==> config.mk <==
export PLATFORM = sky130hd
export DESIGN_NAME = mii_rx_framer_flat
export DESIGN_NICKNAME = d
export VERILOG_FILES = /design/src/rtl/mii_rx_pkg.sv /design/src/rtl/mii_rx_framer_if.sv /design/src/rtl/sat_cnt16.sv /design/src/rtl/mii_rx_framer.sv /design/src/flat_wrapper.sv
export SDC_FILE = /design/constraint.sdc
export NUM_CORES = 1
export LEC_CHECK = 0
export ABC_AREA = 1
export BUFFER_PORTS_ARGS = -buffer_cell sky130_fd_sc_hd__buf_4
export CAP_MARGIN = 30
export CORE_UTILIZATION = 55
export DETAILED_ROUTE_END_ITERATION = 7
export PLACE_DENSITY = 0.87
export SLEW_MARGIN = 20
export SYNTH_ARGS = -nofsm -noshare
export SYNTH_HDL_FRONTEND = slang
export SYNTH_SLANG_ARGS = --single-unit
export TNS_END_PERCENT = 5
==> constraint.sdc <==
create_clock -name clk -period 2.2 [get_ports clk]
set_input_delay 0.22 -clock clk [delete_from_list [all_inputs] [get_ports clk]]
set_output_delay 0.22 -clock clk [all_outputs]
set_load 0.005 [all_outputs]
==> src/rtl/mii_rx_pkg.sv <==
// Shared types and constants for the MII receive framer.
package mii_rx_pkg;

  typedef enum logic [1:0] {
    IDLE     = 2'd0,
    PREAMBLE = 2'd1,
    DATA     = 2'd2,
    DROP     = 2'd3
  } state_e;

  localparam logic [3:0]  PREAMBLE_NIB      = 4'h5;
  localparam logic [3:0]  SFD_NIB           = 4'hD;
  localparam int unsigned MAX_FRAME_LEN_DEF = 1518;
  localparam int unsigned BYTE_CNT_W        = 11;

endpackage

==> src/rtl/mii_rx_framer_if.sv <==
// MII receive pins plus the write side of the PHY RX FIFO.
interface mii_rx_framer_if;

  logic [3:0] mii_rxd;
  logic       mii_rx_dv;
  logic       mii_rx_er;
  logic [7:0] o_fifo_din;
  logic       o_fifo_del;
  logic       o_fifo_wren;
  logic       o_fifo_afull;

  modport master (
    output mii_rxd, mii_rx_dv, mii_rx_er, o_fifo_afull,
    input  o_fifo_din, o_fifo_del, o_fifo_wren
  );

  modport slave (
    input  mii_rxd, mii_rx_dv, mii_rx_er, o_fifo_afull,
    output o_fifo_din, o_fifo_del, o_fifo_wren
  );

endinterface

==> src/rtl/sat_cnt16.sv <==
// 16-bit event counter that sticks at all-ones.
module sat_cnt16 (
  input  logic        clk,
  input  logic        arst_n,
  input  logic        inc_i,
  output logic [15:0] cnt_o
);

  logic [15:0] cnt_q;

  always_ff @(posedge clk or negedge arst_n) begin
    if (!arst_n)                          cnt_q <= 16'h0000;
    else if (inc_i && cnt_q != 16'hFFFF)  cnt_q <= cnt_q + 16'd1;
  end

  assign cnt_o = cnt_q;

endmodule

==> src/rtl/mii_rx_framer.sv <==
// Assembles MII nibbles into bytes and writes frames into the PHY RX FIFO,
// delaying each byte by one so the last byte can carry the delimiter.
module mii_rx_framer
  import mii_rx_pkg::*;
#(
  parameter int unsigned MAX_FRAME_LEN = MAX_FRAME_LEN_DEF
) (
  input  logic                  clk,
  input  logic                  arst_n,
  mii_rx_framer_if.slave        bus,
  output logic [15:0]           rx_frame_cnt,
  output logic [15:0]           rx_drop_cnt
);

  state_e                  state_q, state_d;
  logic                    armed_q, armed_d;
  logic                    seen5_q, seen5_d;
  logic                    phase_q, phase_d;
  logic [3:0]              low_q, low_d;
  logic [7:0]              hold_q, hold_d;
  logic                    hold_vld_q, hold_vld_d;
  logic                    pend_q, pend_d;
  logic [BYTE_CNT_W-1:0]   cnt_q, cnt_d;
  logic [7:0]              din_q, din_d;
  logic                    del_q, del_d;
  logic                    wren_q, wren_d;
  logic                    fin_c, frame_inc_c, drop_inc_c;
  logic [7:0]              new_byte_c;
  logic [BYTE_CNT_W:0]     byte_num_c;

  assign new_byte_c = {bus.mii_rxd, low_q};
  assign byte_num_c = {1'b0, cnt_q} + (BYTE_CNT_W+1)'(1);

  always_ff @(posedge clk or negedge arst_n) begin
    if (!arst_n) begin
      state_q    <= IDLE;
      armed_q    <= 1'b0;
      seen5_q    <= 1'b0;
      phase_q    <= 1'b0;
      low_q      <= 4'h0;
      hold_q     <= 8'h00;
      hold_vld_q <= 1'b0;
      pend_q     <= 1'b0;
      cnt_q      <= '0;
      din_q      <= 8'h00;
      del_q      <= 1'b0;
      wren_q     <= 1'b0;
    end else begin
      state_q    <= state_d;
      armed_q    <= armed_d;
      seen5_q    <= seen5_d;
      phase_q    <= phase_d;
      low_q      <= low_d;
      hold_q     <= hold_d;
      hold_vld_q <= hold_vld_d;
      pend_q     <= pend_d;
      cnt_q      <= cnt_d;
      din_q      <= din_d;
      del_q      <= del_d;
      wren_q     <= wren_d;
    end
  end

  always_comb begin
    state_d     = state_q;
    armed_d     = armed_q | ~bus.mii_rx_dv;
    seen5_d     = seen5_q;
    phase_d     = phase_q;
    low_d       = low_q;
    hold_d      = hold_q;
    hold_vld_d  = hold_vld_q;
    pend_d      = 1'b0;
    cnt_d       = cnt_q;
    din_d       = din_q;
    del_d       = 1'b0;
    wren_d      = 1'b0;
    fin_c       = 1'b0;
    frame_inc_c = 1'b0;
    drop_inc_c  = 1'b0;

    // Closing write deferred by one cycle to keep writes two clocks apart
    if (pend_q) begin
      din_d      = hold_q;
      del_d      = 1'b1;
      wren_d     = 1'b1;
      hold_vld_d = 1'b0;
    end

    case (state_q)
      IDLE: begin
        if (bus.mii_rx_dv && armed_q) begin
          state_d = PREAMBLE;
          seen5_d = (bus.mii_rxd == PREAMBLE_NIB);
        end
      end
      PREAMBLE: begin
        if (!bus.mii_rx_dv) begin
          state_d = IDLE;
        end else if (bus.mii_rxd == PREAMBLE_NIB) begin
          seen5_d = 1'b1;
        end else if (bus.mii_rxd == SFD_NIB && seen5_q) begin
          if (bus.o_fifo_afull) begin
            state_d    = DROP;
            drop_inc_c = 1'b1;
          end else begin
            state_d    = DATA;
            phase_d    = 1'b0;
            cnt_d      = '0;
            hold_vld_d = 1'b0;
          end
        end else begin
          state_d = DROP;
        end
      end
      DATA: begin
        if (bus.mii_rx_er) begin
          fin_c      = hold_vld_q;
          drop_inc_c = 1'b1;
          state_d    = DROP;
        end else if (!bus.mii_rx_dv) begin
          fin_c       = hold_vld_q;
          frame_inc_c = hold_vld_q;
          state_d     = IDLE;
        end else if (!phase_q) begin
          low_d   = bus.mii_rxd;
          phase_d = 1'b1;
        end else begin
          phase_d = 1'b0;
          cnt_d   = (&cnt_q) ? cnt_q : cnt_q + BYTE_CNT_W'(1);
          if (byte_num_c == (BYTE_CNT_W+1)'(MAX_FRAME_LEN + 1)) begin
            fin_c      = hold_vld_q;
            drop_inc_c = 1'b1;
            state_d    = DROP;
          end else if (hold_vld_q && bus.o_fifo_afull) begin
            fin_c      = 1'b1;
            drop_inc_c = 1'b1;
            state_d    = DROP;
          end else begin
            if (hold_vld_q) begin
              din_d  = hold_q;
              wren_d = 1'b1;
            end
            hold_d     = new_byte_c;
            hold_vld_d = 1'b1;
          end
        end
      end
      DROP: begin
        if (!bus.mii_rx_dv) state_d = IDLE;
      end
      default: state_d = IDLE;
    endcase

    // Final byte of a frame carries the delimiter
    if (fin_c) begin
      if (wren_q) begin
        pend_d = 1'b1;
      end else begin
        din_d      = hold_q;
        del_d      = 1'b1;
        wren_d     = 1'b1;
        hold_vld_d = 1'b0;
      end
    end
  end

  assign bus.o_fifo_din  = din_q;
  assign bus.o_fifo_del  = del_q;
  assign bus.o_fifo_wren = wren_q;

  sat_cnt16 u_frame_cnt (
    .clk    (clk),
    .arst_n (arst_n),
    .inc_i  (frame_inc_c),
    .cnt_o  (rx_frame_cnt)
  );

  sat_cnt16 u_drop_cnt (
    .clk    (clk),
    .arst_n (arst_n),
    .inc_i  (drop_inc_c),
    .cnt_o  (rx_drop_cnt)
  );

endmodule

==> src/flat_wrapper.sv <==
// flat-port wrapper written by rule: the top's interface ports become plain ports
module mii_rx_framer_flat import mii_rx_pkg::*;
#(
  parameter int unsigned MAX_FRAME_LEN = MAX_FRAME_LEN_DEF
)
  (clk, arst_n, rx_frame_cnt, rx_drop_cnt, bus_mii_rxd, bus_mii_rx_dv, bus_mii_rx_er, bus_o_fifo_afull, bus_o_fifo_din, bus_o_fifo_del, bus_o_fifo_wren);
  mii_rx_framer_if bus_i ();
  input  logic clk;
  input  logic arst_n;
  output logic [15:0] rx_frame_cnt;
  output logic [15:0] rx_drop_cnt;
  input wire logic [$bits(bus_i.mii_rxd)-1:0] bus_mii_rxd;
  input wire logic [$bits(bus_i.mii_rx_dv)-1:0] bus_mii_rx_dv;
  input wire logic [$bits(bus_i.mii_rx_er)-1:0] bus_mii_rx_er;
  input wire logic [$bits(bus_i.o_fifo_afull)-1:0] bus_o_fifo_afull;
  output wire logic [$bits(bus_i.o_fifo_din)-1:0] bus_o_fifo_din;
  output wire logic [$bits(bus_i.o_fifo_del)-1:0] bus_o_fifo_del;
  output wire logic [$bits(bus_i.o_fifo_wren)-1:0] bus_o_fifo_wren;
  assign bus_i.mii_rxd = bus_mii_rxd;
  assign bus_i.mii_rx_dv = bus_mii_rx_dv;
  assign bus_i.mii_rx_er = bus_mii_rx_er;
  assign bus_i.o_fifo_afull = bus_o_fifo_afull;
  assign bus_o_fifo_din = bus_i.o_fifo_din;
  assign bus_o_fifo_del = bus_i.o_fifo_del;
  assign bus_o_fifo_wren = bus_i.o_fifo_wren;
  mii_rx_framer #(.MAX_FRAME_LEN(MAX_FRAME_LEN)) u_core (.clk(clk), .arst_n(arst_n), .bus(bus_i), .rx_frame_cnt(rx_frame_cnt), .rx_drop_cnt(rx_drop_cnt));
endmodule
==> results.toml, run 1 <==
[routing]
vias_per_cell = 5.386
wl_met2_um = 4541
routedWlPerCell_um = 13.13
route.met3.wl_um = 528
drcViolationCount = 0
ant_nets = 0
firstDrtPassIters = 5
routed.top_layer = "met4"
drt-met1-wl_um = 3946
dr.first_iter.drc_count = 219
wl_um = 9244
vias = 3792

[global_route]
grt_pass1_vias = 3547
groute.usage.overall = 0.2581
grt_max_degree = 73
gr-total-overflow = 0
antenna_found_initial = 0
grt_pass1_wl_um = 15450

[place]
post-place-cells = 684
io_buffers = 50
place_hpwl_um = 6280
gp_congestion = 0.8594

[power_and_ir_drop]
p_per_area_mw_per_mm2 = 855.9
leakagePower_nw = 2.465
p_total_mw = 4.202
vdd_drop_max_v = 0.0005996

[run]
maxCapViolCount = 0

[synth]
synth.cell_area_mm2 = 0.004011
synth_top_area_share = 0.4492
synth_warnings = 0
synth_seq_cells = 72
synth_area_per_cell_um2 = 7.526
synth.area.top_cells = "dfrtp_1, nand2_1, inv_1"
seq_area_frac_synth = 0.4492
synth_nets = 550
synth_cell_types = 29
yosysTopAreaCell = "dfrtp_1"
synth_cells = 533

[floorplan]
die_area_mm2 = 0.007639
core-area_mm2 = 0.006907
initial_core_util = 0.5808
ios = 51
rows = 30
die_h_um = 87.40
fp.dieW_um = 87.40

[final_layout]
fin_util = 0.7109
diodes = 0
layout_common_cells = "nand2_1, dfrtp_1, inv_1"
final_net_count = 620
syn_to_final_growth_pct = 22.40
final_common_cell = "nand2_1"
fin_cells = 704
drive_gt1_frac = 0.1743

[timing]
tightest_slew_ps = 452.5
slew_headroom = 0.6952
report.final.slew_viol_count = 0
fmax_mhz = 481.4
rsz0062_at_grt = "true"
period_needed_ps = 2077
worst_clock_skew_ps = 14.09
hold_viol = 0
setup_viol = 0
fin_crit_sh = 0.9442

[clock_network]
numCtsBuffers = 9
insertion_delay_ps = 350
cts_root_buf = "clkbuf_8"
clk_pin_slew_ps = 70
clkSinkCount = 72
cts_buffer_depth = 2
cts_htree_levels = 3
cts_tree = "built"

[critical_path]
crit_slowest_cell = "dfrtp_1"
cp_slowest_stage_delay_ps = 370
end_kind = "flop"
crit_type = "reg2reg"
cp_cell_sequence = "inv_1 -> ha_1 -> buf_4 -> nand2_1 -> nor3_1 -> nand2_2 -> inv_1 -> nand3_1 -> nor2_1 -> nand3_1 -> xnor2_1"
worst_ep_arrival_time_ps = 2300
start_kind = "flop"
cp.required_ps = 2420
cp_max_fo = 12

[outcome]
outcome = "finished, final reports clean"

[hold_path]
hp-class = "in2reg"
-- worst max-delay path: cells and delay by family (launching register included) --
| kind | cells | cell delay, ps |
|---|---|---|
| xor gates and xnor gates | 1 | 140 |
| adders and majority gates | 1 | 170 |
| buffers and inverters | 3 | 420 |
| DFF | 1 | 370 |
| and+or+nand+nor | 6 | 870 |
-- power breakdown --
| group | internal [mW] | switching, mW | leakage, nW |
|---|---|---|---|
| logic | 0.530 | 0.773 | 1.45 |
| registers | 1.56 | 0.171 | 0.913 |
| clock network | 0.675 | 0.495 | 0.107 |
| total | 2.76 | 1.44 | 2.47 |
-- routing by layer --
layer  GRT usage  vias up
li1            -     1838
met1      0.3329     1791
met2      0.4347      136
met3     0.03886       27
met4      0.1058        0
met5           0        -
-- cell usage after synthesis --
cell type,n
dfrtp_1,72
nor2_2,4
o41ai_2,1
inv_2,2
nand3b_1,2
o211ai_1,1
ha_1,8
nand2_1,154
a31oi_1,1
buf_4,1
nand4_1,14
xnor2_1,11
clkbuf_1,3
o21ai_0,46
nand2_4,2
buf_2,5
o21bai_1,1
o41ai_1,1
nand3_1,50
nor2_1,47
nor3_1,11
xor2_1,16
nand2_2,1
nor4_1,1
inv_1,71
buf_6,1
nand3_2,2
a21oi_1,3
nor3_2,1
-- state kept, by name, summed over array words and instances, names as in the netlist, 2 cells and up --
signal                    flops
u_core.u_drop_cnt.cnt_o      16
u_core.cnt_q                 11
u_core.bus.o_fifo_din         8
u_core.state_q                2
u_core.low_q                  4
u_core.hold_q                 8
u_core.u_frame_cnt.cnt_o     16
-- timing repair --
| item | in CTS | in global routing |
|---|---|---|
| setup buffers | 0 | 2 |
| hold endpoints to repair | 0 | 18 |
| endpoints found under the setup margin | 14 | 40 |
| pin swaps | 0 | 4 |
| gates resized for setup | 2 | 17 |
| hold buffers | 0 | 1 |
-- per-stage QoR --
stage                     setup TNS, ps  worst slack (ps)  instance area [um^2]  hold WS (ps)
final                                 0             122.8                  4910         108.4
after global routing             -438.5            -51.91                  4910         106.1
after CTS                             0             29.01                  4796         33.87
after detailed placement         -690.6            -86.49                  4564         407.6
after global placement                0             64.26                  4564         399.4
after floorplan                       0             274.4                  4011        -75.59
-- final timing paths --
kind / from / endpoint / slack [ps] / depth (start not counted)
max: u_core.state_q[0]$_DFFE_PN0P_ / u_core.u_frame_cnt.cnt_o[15]$_DFFE_PN0P_ / 120 / 11
min: bus_mii_rxd[1] / u_core.hold_q[5]$_DFFE_PN0P_ / 110 / 3
max reg2reg: u_core.state_q[0]$_DFFE_PN0P_ / u_core.u_frame_cnt.cnt_o[15]$_DFFE_PN0P_ / 120 / 11
min reg2reg: u_core.armed_q$_DFF_PN0_ / u_core.armed_q$_DFF_PN0_ / 460 / 2
max in group asynchronous: arst_n / u_core.state_q[0]$_DFFE_PN0P_ / 1350 / 3
min in group asynchronous: arst_n / u_core.u_frame_cnt.cnt_o[3]$_DFFE_PN0P_ / 290 / 2
-- kinds of logic (layout without fill, tap and decap cells) --
group | count (synthesis) | in the layout | synth area share
buffers and inverters | 83 | 158 | 0.08203
xor gates and xnor gates | 27 | 27 | 0.05895
and+or+nand+nor | 289 | 289 | 0.3122
DFF | 72 | 72 | 0.4492
AOI/OAI and AO/OA | 54 | 54 | 0.07268
adders and majority gates | 8 | 8 | 0.02495
-- cell type report --
cell class              instances  area, um^2
fillers                       550        1997
multi-input cells             378        1947
flip-flops and latches         72        1803
repair buffers                 69       544.3
inverters                      73       274.0
clock buffers                  12       145.1
well taps                      96       120.1
clock inverters                 4       76.32
(Power assumes the default switching activity.)
==> inputs of run 2 (changes only) <==
--- a/config.mk
+++ b/config.mk
@@ -8,9 +8,9 @@
 export ABC_AREA = 1
 export BUFFER_PORTS_ARGS = -buffer_cell sky130_fd_sc_hd__buf_4
 export CAP_MARGIN = 30
-export CORE_UTILIZATION = 55
+export CORE_UTILIZATION = 58
 export DETAILED_ROUTE_END_ITERATION = 7
-export PLACE_DENSITY = 0.87
+export PLACE_DENSITY = 0.91
 export SLEW_MARGIN = 20
 export SYNTH_ARGS = -nofsm -noshare
 export SYNTH_HDL_FRONTEND = slang
==> results.toml, run 2 (same netlist as run 1, synthesis figures left out) <==
[clock_network]
cts_htree_levels = 3
clk_pin_slew_ps = 80
clkSinkCount = 72
numCtsBuffers = 9
insertion_delay_ps = 360
cts_tree = "built"
cts_root_buf = "clkbuf_8"
cts_buffer_depth = 2

[critical_path]
cp.required_ps = 2490
crit_type = "reg2reg"
worst_ep_arrival_time_ps = 2440
r2r_start = "u_core.cnt_q[0]$_DFFE_PN0P_"
reg2reg_slack_ps = 50
worstReg2RegEnd = "u_core.u_drop_cnt.cnt_o[12]$_DFFE_PN0P_"
reg2reg_depth = 16
start_kind = "flop"
cp_max_fo = 7
end_kind = "flop"

[power_and_ir_drop]
switchingPower_mw = 1.428
cell_internal_pwr_mw = 2.690
pwr-share-comb = 0.288
p_total_mw = 4.117
p_sw_frac = 0.3468
leakagePower_nw = 2.452
vdd_drop_max_v = 0.0006617
pwr-share-clk = 0.287
p_per_area_mw_per_mm2 = 852.5
pwr-share-seq = 0.425

[floorplan]
die_area_mm2 = 0.007253
fp.dieW_um = 85.17
core-area_mm2 = 0.006495
ios = 51
die_h_um = 85.17
initial_core_util = 0.6176
rows = 29

[global_route]
antenna_found_initial = 0
grt_max_degree = 73
gr-total-overflow = 0
groute.usage.overall = 0.2728
grt_pass1_wl_um = 15450
grt_pass1_vias = 3518

[timing]
slew_headroom = 0.7192
rsz0062_at_grt = "true"
hold_viol = 0
fmax_mhz = 465.5
report.final.slew_viol_count = 0
worst_clock_skew_ps = 11.06
setup_ws_ps = 52.00
period_needed_ps = 2148
timing.hold.ws_ps = 102.3
tightest_slew_ps = 420.7
setup_viol = 0
fin_crit_sh = 0.9764

[routing]
vias_per_cell = 5.577
routedWlPerCell_um = 14.14
wl_um = 9627
drcViolationCount = 0
firstDrtPassIters = 5
ant_nets = 0
dr.first_iter.drc_count = 261
vias = 3798

[final_layout]
fin_util = 0.7436
nFillCells = 446
layout_common_cells = "nand2_1, inv_1, dfrtp_1"
drive_gt1_frac = 0.1705
final_net_count = 616
final_common_cell = "nand2_1"
syn_to_final_growth_pct = 20.40
diodes = 0

[place]
pre_cts_ws_ps = -62.58
io_buffers = 50
place_hpwl_um = 6439
gp_congestion = 0.8927

[run]
maxCapViolCount = 0

[hold_path]
holdPathStages = 2
min_to = "u_core.armed_q$_DFF_PN0_"
min-delay-start = "bus_mii_rx_dv"
hp-class = "in2reg"

[outcome]
outcome = "finished, final reports clean"
## run 2: changes by cell type in the layout (fill, tap and decap cells not counted), moves of 2 or more
cell      delta
nand2_2      -2
clkinv_2     +3
nor2_4       -4
buf_4        -5
nand2_1      +2
nor2_2       +5
clkbuf_1     -2
## run 2: timing repair
action / CTS / global route
gates cloned: 0 / 1
buffers inserted: 0 / 6
hold endpoints to repair: 0 / 29
endpoints found under the setup margin: 8 / 41
hold buffers: 0 / 1
gates resized for setup: 2 / 12
pin swaps: 0 / 3
## run 2: routing by layer
| metal | global-route usage | wire, um | up-vias |
|---|---|---|---|
| met5 | 0 | 0 | - |
| met3 | 0.05447 | 570 | 29 |
| met1 | 0.3370 | 4109 | 1795 |
| met4 | 0.1294 | 240 | 0 |
| met2 | 0.4611 | 4706 | 155 |
| li1 | - | - | 1819 |
## run 2: power by group through the flow
stage               registers [mW]  clock network, mW  logic, mW
floorplan                     1.73                  0      0.731
global placement              1.75                  0       1.06
detailed placement            1.76                  0       1.12
CTS                           1.74               1.18       1.13
global route                  1.78               1.24       1.33
finish                        1.75               1.18       1.19
## run 2: cell type report
class | instances | area, um^2 | area share
clock buffer | 10 | 137.6 | 0.02850
clock inverter | 6 | 82.58 | 0.01710
inverter | 73 | 274.0 | 0.05674
multi-input combinational | 379 | 1936 | 0.4008
sequential | 72 | 1804 | 0.3736
tap | 77 | 96.34 | 0.01995
timing repair buffer | 64 | 499.2 | 0.1034
## run 2: worst max-delay path: stages, from the launching register on
cell and delay [ps]:
dfrtp_2 420, buf_4 140, nand3_1 130, inv_1 130, nand2_1 60, nand2_1 100, nand3_1 110, nor2_2 150
nand3_2 120, nand2_1 80, nand2_1 50, nand2_1 50, nand2_1 80, nand2_4 110, buf_4 160, nand3_1 100
nand2_1 100
## run 2: stage by stage
stage / cells / area, um^2 / setup TNS (ps)
floorplan: 533 / 4011 / 0
global placement: 656 / 4473 / 0
detailed placement: 656 / 4473 / -240.0
CTS: 672 / 4703 / 0
global route: 681 / 4830 / -1022
finish: 681 / 4830 / 0
## run 2: worst max-delay path by stage
stage | start | endpoint | slack [ps] | cells past startpoint
after floorplan | u_core.cnt_q[0]$_DFFE_PN0P_ | u_core.u_drop_cnt.cnt_o[8]$_DFFE_PN0P_ | 270 | 17
after global placement | u_core.cnt_q[0]$_DFFE_PN0P_ | u_core.bus.o_fifo_din[7]$_DFF_PN0_ | 140 | 15
after detailed placement | u_core.cnt_q[0]$_DFFE_PN0P_ | u_core.bus.o_fifo_din[0]$_DFF_PN0_ | -60 | 15
after CTS | u_core.cnt_q[0]$_DFFE_PN0P_ | u_core.u_drop_cnt.cnt_o[10]$_DFFE_PN0P_ | 2 | 16
after global routing | u_core.cnt_q[0]$_DFFE_PN0P_ | u_core.u_drop_cnt.cnt_o[12]$_DFFE_PN0P_ | -80 | 16
final | u_core.cnt_q[0]$_DFFE_PN0P_ | u_core.u_drop_cnt.cnt_o[12]$_DFFE_PN0P_ | 50 | 16
